<file path="src/rtl/flash_bpi_seq.sv">
// flash_bpi_seq: single-word read/write sequencer for a 16-bit BPI NOR flash with WAIT handling.
// Optional WAIT timeout is enabled by defining FLASH_BPI_SEQ_WAIT_TIMEOUT_EN.
module flash_bpi_seq #(
    parameter int   T_SETUP  = 2,
    parameter int   T_RD     = 8,
    parameter int   T_WR     = 4,
    parameter int   T_HOLD   = 2,
    parameter logic WAIT_ACT = 1'b1,
    parameter int   TO_CYC   = 255
) (
    input  logic        CLK,
    input  logic        RST,
    input  logic        req_valid,
    output logic        req_ready,
    input  logic        req_write,
    input  logic [23:0] req_addr,
    input  logic [15:0] req_wdata,
    output logic        rsp_valid,
    input  logic        rsp_ready,
    output logic [15:0] rsp_rdata,
    output logic        rsp_err,
    output logic        busy,
    output logic [23:0] flash_addr,
    output logic [15:0] flash_dq_o,
    output logic        flash_dq_oe,
    input  logic [15:0] flash_dq_i,
    input  logic        flash_wait,
    output logic        flash_we_n,
    output logic        flash_oe_n,
    output logic        flash_ce_n
);
    localparam int TA   = (T_SETUP > T_HOLD) ? T_SETUP : T_HOLD;
    localparam int TS   = (T_RD > T_WR) ? T_RD : T_WR;
    localparam int TMAX = (TA > TS) ? TA : TS;
    localparam int CW   = $clog2(TMAX + 1);

    if (T_SETUP < 1 || T_RD < 1 || T_WR < 1 || T_HOLD < 1 || TO_CYC < 1) begin : g_bad_param
        $error("flash_bpi_seq: timing parameters must be at least 1");
    end

    typedef enum logic [2:0] {IDLE, SETUP, STROBE, WAITX, HOLD, RESP} state_t;

    state_t        state, state_d;
    logic [CW-1:0] cnt, cnt_d;
    logic          wr, wr_d;
    logic          wait_m, wait_s;
    logic [23:0]   addr_d;
    logic [15:0]   dq_d, rdata_d;
    logic          dq_oe_d, we_n_d, oe_n_d, ce_n_d, rsp_valid_d, err_d;
    logic          rel, tmo, done;

    assign rel = wait_s != WAIT_ACT;

`ifdef FLASH_BPI_SEQ_WAIT_TIMEOUT_EN
    localparam int TW = $clog2(TO_CYC + 1);
    logic [TW-1:0] to_cnt, to_inc;
    assign to_inc = to_cnt + 1'b1;
    assign tmo    = (state == WAITX) && !rel && (to_inc == TW'(TO_CYC));
    // Held at zero outside WAITX so every WAITX entry starts a fresh count.
    always_ff @(posedge CLK or posedge RST) begin
        if (RST)
            to_cnt <= '0;
        else
            to_cnt <= (state == WAITX) ? to_inc : '0;
    end
`else
    assign tmo = 1'b0;
`endif

    assign done = (state == STROBE && cnt == '0 && rel) || (state == WAITX && (rel || tmo));

    always_comb begin
        state_d     = state;
        cnt_d       = cnt;
        wr_d        = wr;
        addr_d      = flash_addr;
        dq_d        = flash_dq_o;
        dq_oe_d     = flash_dq_oe;
        we_n_d      = flash_we_n;
        oe_n_d      = flash_oe_n;
        ce_n_d      = flash_ce_n;
        rsp_valid_d = rsp_valid;
        rdata_d     = rsp_rdata;
        err_d       = rsp_err;
        case (state)
            IDLE: if (req_valid && req_ready) begin
                state_d = SETUP;
                cnt_d   = CW'(T_SETUP - 1);
                wr_d    = req_write;
                addr_d  = req_addr;
                dq_d    = req_wdata;
                dq_oe_d = req_write;
                ce_n_d  = 1'b0;
            end
            SETUP: if (cnt == '0) begin
                state_d = STROBE;
                oe_n_d  = wr;
                we_n_d  = !wr;
                cnt_d   = wr ? CW'(T_WR - 1) : CW'(T_RD - 1);
            end else begin
                cnt_d = cnt - 1'b1;
            end
            STROBE: if (cnt != '0)
                cnt_d = cnt - 1'b1;
            else if (!rel)
                state_d = WAITX;
            WAITX: ;
            // Pins return to their reset values so IDLE looks identical to reset.
            HOLD: if (cnt == '0) begin
                state_d     = RESP;
                ce_n_d      = 1'b1;
                dq_oe_d     = 1'b0;
                addr_d      = '0;
                dq_d        = '0;
                rsp_valid_d = 1'b1;
            end else begin
                cnt_d = cnt - 1'b1;
            end
            RESP: if (rsp_ready) begin
                state_d     = IDLE;
                rsp_valid_d = 1'b0;
                err_d       = 1'b0;
            end
            default: state_d = IDLE;
        endcase
        if (done) begin
            state_d = HOLD;
            cnt_d   = CW'(T_HOLD - 1);
            oe_n_d  = 1'b1;
            we_n_d  = 1'b1;
            if (tmo) begin
                rdata_d = 16'hFFFF;
                err_d   = 1'b1;
            end else if (!wr) begin
                rdata_d = flash_dq_i;
            end
        end
    end

    always_ff @(posedge CLK or posedge RST) begin
        if (RST) begin
            wait_m <= 1'b0;
            wait_s <= 1'b0;
        end else begin
            wait_m <= flash_wait;
            wait_s <= wait_m;
        end
    end

    always_ff @(posedge CLK or posedge RST) begin
        if (RST) begin
            state       <= IDLE;
            cnt         <= '0;
            wr          <= 1'b0;
            flash_addr  <= '0;
            flash_dq_o  <= '0;
            flash_dq_oe <= 1'b0;
            flash_we_n  <= 1'b1;
            flash_oe_n  <= 1'b1;
            flash_ce_n  <= 1'b1;
            req_ready   <= 1'b0;
            busy        <= 1'b0;
            rsp_valid   <= 1'b0;
            rsp_rdata   <= '0;
            rsp_err     <= 1'b0;
        end else begin
            state       <= state_d;
            cnt         <= cnt_d;
            wr          <= wr_d;
            flash_addr  <= addr_d;
            flash_dq_o  <= dq_d;
            flash_dq_oe <= dq_oe_d;
            flash_we_n  <= we_n_d;
            flash_oe_n  <= oe_n_d;
            flash_ce_n  <= ce_n_d;
            req_ready   <= state_d == IDLE;
            busy        <= state_d != IDLE;
            rsp_valid   <= rsp_valid_d;
            rsp_rdata   <= rdata_d;
            rsp_err     <= err_d;
        end
    end
endmodule

</file>
<file path="config.mk">
export PLATFORM = sky130hd
export DESIGN_NAME = flash_bpi_seq
export DESIGN_NICKNAME = d
export VERILOG_FILES = /design/src/rtl/flash_bpi_seq.sv
export SDC_FILE = /design/constraint.sdc
export NUM_CORES = 1
export LEC_CHECK = 0
export BUFFER_PORTS_ARGS = -buffer_cell sky130_fd_sc_hd__buf_2
export CAP_MARGIN = 20
export CORE_ASPECT_RATIO = 2
export CORE_UTILIZATION = 40
export CTS_BUF_LIST = sky130_fd_sc_hd__clkbuf_4 sky130_fd_sc_hd__clkbuf_8
export DETAILED_ROUTE_END_ITERATION = 12
export GPL_ROUTABILITY_DRIVEN = 0
export PLACE_DENSITY = 0.69
export SYNTH_ARGS = -nofsm -noshare
export SYNTH_HDL_FRONTEND = slang
export SYNTH_SLANG_ARGS = --single-unit
export TNS_END_PERCENT = 10
</file>
<file path="constraint.sdc">
create_clock -name CLK -period 3 [get_ports CLK]
set_input_delay 0.6 -clock CLK [delete_from_list [all_inputs] [get_ports CLK]]
set_output_delay 0.6 -clock CLK [all_outputs]
set_load 0.01 [all_outputs]
</file>
# After elaboration in Yosys (flattened, before gate mapping)
# Cells that the tools add are included.
[totals]
reg_bits = 73
in_bits = 62
output_inout_bits = 64
wordCells = 86
[op_classes]
addsub = 1
eq_ne = 11
mux = 35
n_bitwise = 2
n_reduce_logical = 22
[op_table]
columns = ["operator", "n"]
rows = [
  ["24-bit two-way mux", 2],
  ["24-bit one-hot mux with 2 select lines", 1],
  ["16-bit two-way mux", 2],
  ["16-bit one-hot mux with 2 select lines", 1],
  ["3-bit two-way mux", 8],
  ["4-bit two-way mux", 5],
  ["3-bit one-hot mux with 6 select lines", 1],
  ["4-bit one-hot mux with 4 select lines", 1],
  ["1-bit two-way mux", 11],
  ["2-bit nonzero test", 4],
  ["3-bit by 2-bit equality test with 1-bit output, second input constant", 2],
  ["3-bit equality test, second input constant", 2],
  ["3-bit logical NOT", 2],
  ["2-bit inequality test, second input constant", 3],
  ["3-bit inequality test, second input constant", 2],
  ["1-bit one-hot mux with 2 select lines", 3],
  ["2-bit AND reduction", 3],
  ["3-bit AND reduction", 2],
  ["5-bit nonzero test", 1],
  ["1-bit logical AND", 4],
  ["4-bit logical NOT", 1],
  ["4-bit AND reduction", 1],
  ["4-bit nonzero test", 1],
  ["4-bit by 1-bit subtractor with 4-bit output, second input constant", 1],
  ["other kinds (6)", 7],
]

# Longest topological paths before layout
# Gate-level depths: netlist (run 1).
[logic_depth]
word_depth = 6
ltp_mapped = 10
ltp_nobuf = 7

# Least setup slack after synthesis (run 1)
# OpenSTA, ideal clock, no wires.
[synth_path]
kind = "register to register"
startpoint = "register cnt[0]"
endpoint = "register rsp_rdata[0]"
setup_time_ps = 125
arrival_ps = 2074
slack_ps = 801
stages_incl_launch_ff = 11
n_path_buf = 3
path_cell_list = "dfrtp_1 -> inv_1 -> ha_1 -> or3b_1 -> buf_2 -> a21oi_2 -> nand2_2 -> or2_1 -> buf_6 -> buf_12 -> mux2_4"
[synth_between]
elab_chain_cells = 5
[synth_rtl]
columns = ["element", "line", "rtl"]
rows = [
  ["from (decl)", "44", "logic [CW-1:0] cnt, cnt_d;"],
  ["from (signal assigned)", "168", "cnt <= cnt_d;"],
  ["4-bit logical NOT", "70", "assign done = (state == STROBE && cnt == '0 && rel) || (state == WAITX && (rel || tmo));"],
  ["1-bit logical AND (2 in a row)", "70", ""],
  ["1-bit logical OR", "70", ""],
  ["2-bit AND reduction (no line)", "--", ""],
  ["to (signal assigned)", "179", "rsp_rdata <= rdata_d;"],
  ["to (decl)", "20", "output logic [15:0] rsp_rdata,"],
]
# Every way passes these cells.
# A chain may end at the register's enable or synchronous reset.

# Worst setup path in the final report (run 1)
[layout_path]
startpoint = "register cnt[1]"
endpoint = "register rsp_rdata[3]"
# The elaborated chain is that of the path after synthesis.

==> implementation parameters, run 1 <==
Parameter                              Value

Routing
  First-pass DRT Iterations    4
  Detail-routed via count per cell    5.17
  Metal1 wirelength    2610 µm
  Final WL    6740 µm
  Routed wire per std cell    15.0 µm
  Total number of vias    2318
  Highest signal layer in the routed design    met4
  Met2 Wirelength    3570 µm
  Met3 WL post-DR    271 µm
  Post-route antenna net violation count    0
  DRC    0
  Number of DRC markers in iteration 0    45

Die
  Std cell rows    44
  Starting density of the core    0.413
  Die height    124 µm
  Chip width    63.0 µm
  Die Outline Area    7820 µm²
  Area of the core region    7210 µm²
  I/O pin count    126

Logic synthesis
  Synthesized flop and latch total    73
  Leading post-synthesis cells by cell area    sky130_fd_sc_hd__dfrtp_1 59%, sky130_fd_sc_hd__a22o_1 12%, sky130_fd_sc_hd__mux2_4 5.0%
  Post-synth top flop    sky130_fd_sc_hd__dfrtp_1
  Post-synth EDFFs    0
  Share of flip-flops with an asynchronous set or reset    1.00
  Post-synthesis average cell area    13.0 µm²
  Largest area contributor in the netlist    sky130_fd_sc_hd__dfrtp_1
  Share of synthesized area occupied by flip-flops and latches    0.614
  Area share of the largest cell type after synthesis    0.588
  Synthesis warning total    0
  Most repeated cell in the gate-level netlist after synthesis    sky130_fd_sc_hd__dfrtp_1
  Number of distinct library cells after synthesis    40
  Leading cell types by count after synthesis    70 x sky130_fd_sc_hd__dfrtp_1, 41 x sky130_fd_sc_hd__a22o_1, 13 x sky130_fd_sc_hd__clkbuf_1
  Post-Synthesis Cell Area    2980 µm²
  Syn nets    293
  Count of mapped cells out of synthesis    229

STA
  Final TNS setup    0 ns
  Final Hold Viols    0
  Hold Slack    0.203 ns
  Minimum clock period after layout    2.47 ns
  Worst slew margin relative to its limit    0.435
  Final Skew    0.0145 ns
  Final setup viols    0
  Timing-limited maximum frequency    0.405 GHz
  Transition time at the pin with the least slew margin    0.848 ns
  Ratio of final minimum period to clock period    0.824
  RSZ-0062 raised after global routing    no
  Final-report max-slew violation count    0

Clocking
  Post-CTS resize count    0
  Clock tree from TritonCTS    built
  Count of clock tree sinks    73
  Latest clock arrival within the worst-skew pair    0.34 ns
  # H-tree levels    3
  Clock tree root buffer cell    sky130_fd_sc_hd__clkbuf_8
  CTS hold repair buffers    0
  Longest Clk Path Bufs    2
  Post-CTS setup buffers    0
  Number of buffers created by CTS    9
  Clock-pin slew on the worst setup and hold paths    0.08 ns

Power
  Largest voltage drop on the vdd net    618 µV
  Sum of internal, switching and leakage power    4.15 mW
  Portion of total power attributed to sequential cells    0.424
  Switching share of total power    0.359
  Portion of total power attributed to the clock network    0.183
  Power share of the combinational group    0.393
  Internal power    2.66 mW
  Leakage power    2.04 nW
  Power per unit of standard cell area    1070 nW/µm²
  Sw Pwr    1.49 mW

Global routing
  Wire length of the first global-routing pass    10500 µm
  Number of global-route vias before repair    2371
  Tot GR Track Use    0.178
  Antenna violations before repair    0
  Pin count of the biggest net entering global routing    60
  Leftover overflow at the end of global routing    0

Setup path
  End point of the critical path    rsp_rdata[3]
  Reg-to-reg startpoint    cnt[1]
  Req. time, crit path    3.23 ns
  Crit path from    cnt[1]
  Reg2reg setup slack    0.53 ns
  Critical R2R Capture    rsp_rdata[3]
  Largest fanout on the critical path    16
  Critical path data arrival time    2.70 ns
  Number of cells on the worst reg-to-reg path    7
  Type of element launching the critical path    flop
  Worst setup path category    flop to flop
  Kind of end point of the critical path    flop

Place
  HPWL after DPL    4850 µm
  Placed Instances    432
  Buffers on Ports    124

Finish
  Final Non-Filler Cells    448
  Number of nets in the layout    415
  Layout Utilization    0.539
  Multi-input gate area in the final layout    1050 µm²
  Layout fillers    655
  Seq. cell area    1830 µm²
  Area growth syn-to-layout    30.5%
  Fraction of final layout cells sized beyond drive strength 1    0.483
  Diodes inserted    0

Run
  Number of maximum-capacitance constraint violations    0

Run status
  Status    finished, final reports clean

Min path
  Worst min-delay path class    input port to async pin
power groups by stage:
stage	clock [mW]	combinational (mW)	sequential, mW
4_1_cts	0.787	1.65	1.76
5_1_grt	0.824	1.79	1.82
3_5_place_dp	0	1.65	1.76
2_1_floorplan	0	0.887	1.87
6_report	0.758	1.63	1.76
3_3_place_gp	0	1.61	1.77
cell type report:
type	count	area share
Clock buffer	10	0.0338
Clock inverter	6	0.0177
Inverter	7	0.00676
Multi-Input combinational cell	132	0.271
Sequential cell	73	0.471
Tap cell	92	0.0296
Timing Repair Buffer	128	0.171
cells by family (layout without fill, tap and decap cells):
kind of cell             after synthesis  in the layout  synth area share
AND/OR/NAND/NOR                       41             41            0.0739
AO/OA/AOI/OAI                         69             69             0.178
multiplexers                          19             19            0.0840
other                                  1              1           0.00126
flip-flops                            73             73             0.614
buffers and inverters                 24            151            0.0399
adder cells (fa/ha/maj)                2              2           0.00840
critical path, stage by stage, from the launching register on:
cell and delay (ns):
sky130_fd_sc_hd__dfrtp_1 0.39, sky130_fd_sc_hd__inv_1 0.10, sky130_fd_sc_hd__ha_1 0.20, sky130_fd_sc_hd__or3b_1 0.46
sky130_fd_sc_hd__a21oi_2 0.19, sky130_fd_sc_hd__nand2_2 0.09, sky130_fd_sc_hd__or2_1 0.52, sky130_fd_sc_hd__mux2_4 0.42
worst min path at each step:
stage                     end  slack, ns  startpoint
3_3_place_gp           wait_s       0.33      wait_m
3_5_place_dp           wait_s       0.34      wait_m
6_report       flash_addr[17]       0.20         RST
2_1_floorplan          wait_s       0.33      wait_m
5_1_grt        flash_addr[17]       0.22         RST
4_1_cts        flash_addr[17]       0.20         RST
layout by cell type (no fill, tap or decap), types with 4 or more instances in the layout:
cell	instances
sky130_fd_sc_hd__a22o_1	41
sky130_fd_sc_hd__clkbuf_8	9
sky130_fd_sc_hd__buf_2	124
sky130_fd_sc_hd__a21oi_1	6
sky130_fd_sc_hd__dfrtp_1	70
sky130_fd_sc_hd__inv_1	6
sky130_fd_sc_hd__mux2_4	10
sky130_fd_sc_hd__mux2_2	8
sky130_fd_sc_hd__o211ai_1	4
sky130_fd_sc_hd__o21ai_0	11
sky130_fd_sc_hd__nand3_1	7
sky130_fd_sc_hd__nand2_1	9
sky130_fd_sc_hd__nor2_1	8
state kept, by name, indices dropped and copies added, names as in the netlist, 3 cells and up:
signal,count
rsp_rdata,16
flash_dq_o,16
cnt,4
flash_addr,24
state,3
layer usage:
metal  up-vias  track usage
li1       1074            -
met2        82        0.300
met1      1137        0.191
met5         -            0
met4         0        0.145
met3        25       0.0357
through the flow:
step                setup slack (ns)  instance area [µm²]
floorplan                      0.552                 2980
global placement               0.630                 3690
detailed placement             0.540                 3690
CTS                            0.531                 3890
global route                   0.396                 3890
finish                         0.528                 3890
(Power assumes the default switching activity.)
==> run 2, diff against run 1 <==
- ABC_AREA: not set -> 1
- PLACE_DENSITY: 0.69 -> 0.68
- clock period: 3 -> 2.4 ns (I/O delays scaled with it)
==> run 2 against run 1 <==
Final cell count increased by 15%. Highest routed layer unchanged. Final area decreased by 0.55%. Combinational power increased by 38%. Global-route usage increased by 0.50 points. Die area increased by 2.0%. Critical endpoint is now rsp_rdata[12]. Worst hold slack got worse by 0.039 ns. Routed wire length increased by 3.0%. Clock skew decreased by 0.0025 ns. Synthesized cell count increased by 28%. First-iteration DRC count increased to 4.1 times the previous value. Sequential power increased by 22%. Critical path depth increased by 2.
==> implementation parameters, run 2 <==
Parameter                              Value

Run status
  Status    finished, final reports clean

Clocking
  Clock-pin slew on the worst setup and hold paths    0.08 ns
  # H-tree levels    3
  CTS hold repair buffers    0
  Latest clock arrival within the worst-skew pair    0.35 ns
  Number of buffers created by CTS    9
  Clock tree root buffer cell    sky130_fd_sc_hd__clkbuf_8
  Clock tree from TritonCTS    built
  Post-CTS resize count    0
  Post-CTS setup buffers    0
  Longest Clk Path Bufs    2
  Count of clock tree sinks    73

Finish
  Diodes inserted    0
  Fraction of final layout cells sized beyond drive strength 1    0.367
  Number of nets in the layout    481
  Max FFs per register    24
  Largest Register    flash_addr
  Largest registers    flash_addr x24, flash_dq_o x16, rsp_rdata x16
  Cell area after layout    3870 µm²
  Layout fillers    696
  Most frequent standard cell in the layout excluding fill and tap cells    sky130_fd_sc_hd__buf_2
  Highest-count cells in the layout ignoring fill and taps    124 x sky130_fd_sc_hd__buf_2, 80 x sky130_fd_sc_hd__nand2_1, 70 x sky130_fd_sc_hd__dfrtp_1, 40 x sky130_fd_sc_hd__a22o_1, 26 x sky130_fd_sc_hd__nand3_1
  Area growth syn-to-layout    27.2%

Logic synthesis
  Number of distinct library cells after synthesis    23
  Leading post-synthesis cells by cell area    sky130_fd_sc_hd__dfrtp_1 58%, sky130_fd_sc_hd__a22o_1 12%, sky130_fd_sc_hd__nand2_1 9.9%
  Post-Synthesis Cell Area    3040 µm²
  Post-synth EDFFs    0
  Synthesized flop and latch total    73
  Area share of the largest cell type after synthesis    0.576
  Count of mapped cells out of synthesis    293
  Syn nets    357
  Share of flip-flops with an asynchronous set or reset    1.00
  Largest area contributor in the netlist    sky130_fd_sc_hd__dfrtp_1
  Share of synthesized area occupied by flip-flops and latches    0.602
  Post-synth top flop    sky130_fd_sc_hd__dfrtp_1
  Synthesis warning total    0
  Post-synthesis average cell area    10.4 µm²
  Most repeated cell in the gate-level netlist after synthesis    sky130_fd_sc_hd__nand2_1
  Leading cell types by count after synthesis    80 x sky130_fd_sc_hd__nand2_1, 70 x sky130_fd_sc_hd__dfrtp_1, 40 x sky130_fd_sc_hd__a22o_1

Routing
  Met3 WL post-DR    365 µm
  Routed wire per std cell    13.5 µm
  Number of DRC markers in iteration 0    183
  Detail-routed via count per cell    4.90
  Met2 Wirelength    3610 µm
  Highest signal layer in the routed design    met4
  Total number of vias    2518
  Final WL    6940 µm
  First-pass DRT Iterations    4
  Post-route antenna net violation count    0
  DRC    0
  Metal1 wirelength    2720 µm

Die
  Chip width    63.7 µm
  Die height    125 µm
  Area of the core region    7320 µm²
  Std cell rows    44
  Die Outline Area    7980 µm²
  I/O pin count    126
  Starting density of the core    0.415

STA
  Minimum clock period after layout    1.94 ns
  Final TNS setup    0 ns
  Transition time at the pin with the least slew margin    0.671 ns
  Setup slack of the critical path after layout    0.458 ns
  RSZ-0062 raised after global routing    no
  Final Skew    0.0120 ns
  Final-report max-slew violation count    0
  Ratio of final minimum period to clock period    0.809
  Timing-limited maximum frequency    0.515 GHz
  Final Hold Viols    0
  Worst slew margin relative to its limit    0.552
  Final setup viols    0

Setup path
  Type of element launching the critical path    flop
  Critical path data arrival time    2.18 ns
  Worst setup path category    flop to flop
  Delay contributed by the slowest stage of the critical path    0.38 ns
  Most frequent CP cell    sky130_fd_sc_hd__nand2_1
  Critical R2R Capture    rsp_rdata[12]
  Master of the slowest instance on the critical path    sky130_fd_sc_hd__dfrtp_1
  Largest fanout on the critical path    16
  Series of cell instances along the critical path    inv_1, ha_1, nand3_2, nand2_1, nand2_1, inv_2, nand2_2, nand2_1, nand2_1
  Kind of end point of the critical path    flop
  Reg-to-reg startpoint    cnt[0]
  Number of cells on the worst reg-to-reg path    9
  Req. time, crit path    2.64 ns
  Reg2reg setup slack    0.46 ns

Power
  Leakage power    2.21 nW
  Largest voltage drop on the vdd net    664 µV
  Power per unit of standard cell area    1380 nW/µm²
  Sum of internal, switching and leakage power    5.34 mW

Global routing
  Wire length of the first global-routing pass    11200 µm
  Leftover overflow at the end of global routing    0
  Tot GR Track Use    0.183
  Pin count of the biggest net entering global routing    50
  Antenna violations before repair    0
  Number of global-route vias before repair    2513

Run
  Number of maximum-capacitance constraint violations    0

Place
  Placed cell area    3670 µm²
  Buffers on Ports    124
  Minimum setup slack after placement    0.478 ns
  HPWL after DPL    5030 µm

Min path
  Worst min-delay path class    input port to async pin
==> run 2: logic make-up (layout without fill, tap and decap cells) <==
logic type | count (synthesis) | in the layout | share of synthesized area
other | 1 | 1 | 0.00123
AOI/OAI and AO/OA | 49 | 49 | 0.131
DFF | 73 | 73 | 0.602
adders and majority gates | 2 | 2 | 0.00823
buffers and inverters | 37 | 166 | 0.0753
and+or+nand+nor | 131 | 131 | 0.182
==> run 2: power by group <==
| group | total, mW | internal, mW | switching (mW) |
|---|---|---|---|
| clock network | 0.954 | 0.495 | 0.459 |
| logic | 2.25 | 0.947 | 1.30 |
| registers | 2.14 | 1.81 | 0.333 |
==> run 2: how the worst max path moves through the flow <==
stage	from	endpoint	slack [ns]
2_1_floorplan	RST	busy	0.07
3_3_place_gp	cnt[0]	rsp_rdata[10]	0.58
3_5_place_dp	cnt[0]	rsp_rdata[12]	0.48
4_1_cts	cnt[0]	rsp_rdata[12]	0.47
5_1_grt	cnt[0]	rsp_rdata[6]	0.23
6_report	cnt[0]	rsp_rdata[12]	0.46
==> run 2: per-layer routing <==
layer,up-vias,global-route usage
li1,1223,-
met1,1174,0.201
met2,102,0.308
met3,19,0.0456
met4,0,0.115
met5,-,0
==> run 2: worst max-delay path, delay by kind of cell, from the launching register on <==
kind,cells,cell delay [ns]
simple gates,6,0.84
fa+ha+maj,1,0.22
flops,1,0.38
buf+inv,2,0.39
==> run 2: layout make-up <==
type | instances | area [µm²] | share of cell area
inverter | 23 | 86.3 | 0.0223
clock buffer | 10 | 131 | 0.0340
multi-input combinational | 183 | 981 | 0.254
sequential | 73 | 1830 | 0.473
tap | 92 | 115 | 0.0298
timing repair buffer | 127 | 656 | 0.170
clock inverter | 6 | 67.6 | 0.0175
==> run 2: through the flow <==
step,utilization,hold WS [ns],std cells
floorplan,-,0.331,293
global placement,0.501,0.333,498
detailed placement,0.501,0.338,498
CTS,0.528,0.165,514
global route,0.528,0.205,514
finish,0.528,0.164,514
==> run 3, diff against run 2 <==
- clock period: 2.4 -> 1.9 ns (I/O delays scaled with it)
==> run 3 against run 2 <==
Final area increased by 0.87%. Count of clock-buffer cells in the layout increased by 4. Register-to-register slack got worse by 0.28 ns. Non-clock buffer count increased by 3. Setup slack got worse by 0.28 ns. Via count about the same. Combinational power increased by 28%. Critical path type unchanged. Clock power increased by 17%. Sequential power increased by 26%.
==> implementation parameters, run 3 (synthesized netlist as in run 2, its figures left out) <==
Parameter                              Value

Run status
  Status    finished, final reports clean

Power
  Power per unit of standard cell area    1720 nW/µm²
  Leakage power    2.23 nW
  Sum of internal, switching and leakage power    6.70 mW
  Largest voltage drop on the vdd net    768 µV

STA
  Ratio of final minimum period to clock period    0.908
  RSZ-0062 raised after global routing    no
  Final-report max-slew violation count    0
  Final Hold Viols    0
  Final Skew    0.00535 ns
  Minimum clock period after layout    1.73 ns
  Final TNS setup    0 ns
  Timing-limited maximum frequency    0.579 GHz
  Hold Slack    0.136 ns
  Final setup viols    0

Die
  I/O pin count    126
  Area of the core region    7320 µm²
  Die Outline Area    7980 µm²
  Die height    125 µm
  Starting density of the core    0.415
  Chip width    63.7 µm
  Std cell rows    44

Routing
  First-pass DRT Iterations    4
  Routed wire per std cell    13.4 µm
  Detail-routed via count per cell    4.87
  Total number of vias    2519
  Final WL    6950 µm
  DRC    0
  Number of DRC markers in iteration 0    80
  Post-route antenna net violation count    0

Finish
  Layout fillers    715
  Diodes inserted    0
  Final Non-Filler Cells    517
  Fraction of final layout cells sized beyond drive strength 1    0.372
  Highest-count cells in the layout ignoring fill and taps    124 x sky130_fd_sc_hd__buf_2, 80 x sky130_fd_sc_hd__nand2_1, 70 x sky130_fd_sc_hd__dfrtp_1, 40 x sky130_fd_sc_hd__a22o_1, 26 x sky130_fd_sc_hd__nand3_1
  Most frequent standard cell in the layout excluding fill and tap cells    sky130_fd_sc_hd__buf_2
  Area growth syn-to-layout    28.3%
  Multi-input gate area in the final layout    986 µm²
  Largest Register    flash_addr
  Number of nets in the layout    484
  Layout Utilization    0.533
  Largest registers    flash_addr x24, flash_dq_o x16, rsp_rdata x16
  Seq. cell area    1830 µm²
  Max FFs per register    24

Setup path
  Largest fanout on the critical path    11
  Bufs and invs on worst path    3
  Type of element launching the critical path    flop
  Most frequent CP cell    sky130_fd_sc_hd__nand2_1
  Worst setup path category    flop to flop
  Master of the slowest instance on the critical path    sky130_fd_sc_hd__dfrtp_1
  Worst path top cell family by delay    buffers and inverters
  Delay contributed by the slowest stage of the critical path    0.37 ns
  Critical path data arrival time    1.96 ns
  Kind of end point of the critical path    flop
  Series of cell instances along the critical path    inv_1, ha_1, nand3_2, nand2_1, nand2_1, inv_2, buf_4, nor2_1, nand2_1, nand2_1
  Req. time, crit path    2.14 ns

Run
  Number of maximum-capacitance constraint violations    0

Place
  Placed Instances    501
  HPWL after DPL    5080 µm
  Buffers on Ports    124

Clocking
  Number of buffers created by CTS    9
  Clock-pin slew on the worst setup and hold paths    0.07 ns
  Count of clock tree sinks    73
  Latest clock arrival within the worst-skew pair    0.34 ns
  Clock tree root buffer cell    sky130_fd_sc_hd__clkbuf_8
  Longest Clk Path Bufs    2
  CTS hold repair buffers    0
  # H-tree levels    3
  Clock tree from TritonCTS    built

Global routing
  Leftover overflow at the end of global routing    0
  Number of global-route vias before repair    2520
  Wire length of the first global-routing pass    11400 µm
  Tot GR Track Use    0.187
  Antenna violations before repair    0
  Pin count of the biggest net entering global routing    74

Min path
  Worst min-delay path class    input port to async pin
[run 3: area by class of cell]
class	instances	share of cell area
Clock buffer	14	0.0446
Sequential cell	73	0.469
Timing Repair Buffer	130	0.177
Inverter	23	0.0237
Multi-Input combinational cell	183	0.253
Tap cell	92	0.0295
Clock inverter	2	0.00321
[run 3: worst reg2reg max path, cell delays in order, from the launching register on]
cell and delay [ns]:
sky130_fd_sc_hd__dfrtp_1 0.37, sky130_fd_sc_hd__inv_1 0.13, sky130_fd_sc_hd__ha_1 0.23, sky130_fd_sc_hd__nand3_2 0.14, sky130_fd_sc_hd__nand2_1 0.09, sky130_fd_sc_hd__nand2_1 0.10, sky130_fd_sc_hd__inv_2 0.20, sky130_fd_sc_hd__buf_4 0.22
sky130_fd_sc_hd__nor2_1 0.06, sky130_fd_sc_hd__nand2_1 0.06, sky130_fd_sc_hd__nand2_1 0.04
[run 3: power by group]
group / total (mW) / leakage, nW / switching [mW] / internal (mW)
sequential: 2.70 / 0.902 / 0.418 / 2.28
clock: 1.12 / 0.0969 / 0.530 / 0.588
combinational: 2.88 / 1.23 / 1.65 / 1.24
[run 3: final timing paths]
kind,startpoint,endpoint,slack (ns),depth (start not counted)
max in group asynchronous,RST,flash_ce_n,1.43,3
max,cnt[0],cnt[3],0.17,10
max reg2reg,cnt[0],cnt[3],0.17,10
min,RST,flash_dq_o[12],0.14,3
min reg2reg,wait_m,wait_s,0.35,0
min in group CLK,flash_wait,wait_m,0.15,1
[run 3: per-layer routing]
metal  global-route usage  wire length [µm]  up-vias  share of wire
li1                     -                 -     1233              -
met1                0.203              2710     1175           0.39
met2                0.331              3790       96           0.54
met3               0.0374               292       15          0.042
met4               0.0976               155        0          0.022
met5                    0                 0        -              0
[run 3: timing repair]
action | 4_1_cts | 5_1_grt
gates resized for setup | 0 | 3
endpoints found under the setup margin | 0 | 51
buffers inserted | 0 | 0
[run 3: per-stage QoR]
| stage | setup slack [ns] | instance area, µm² |
|---|---|---|
| final | 0.174 | 3900 |
| after global routing | 0.0188 | 3900 |
| after CTS | 0.0517 | 3890 |
| after detailed placement | 0.0689 | 3710 |
| after global placement | 0.139 | 3710 |
| after floorplan | 0.402 | 3040 |
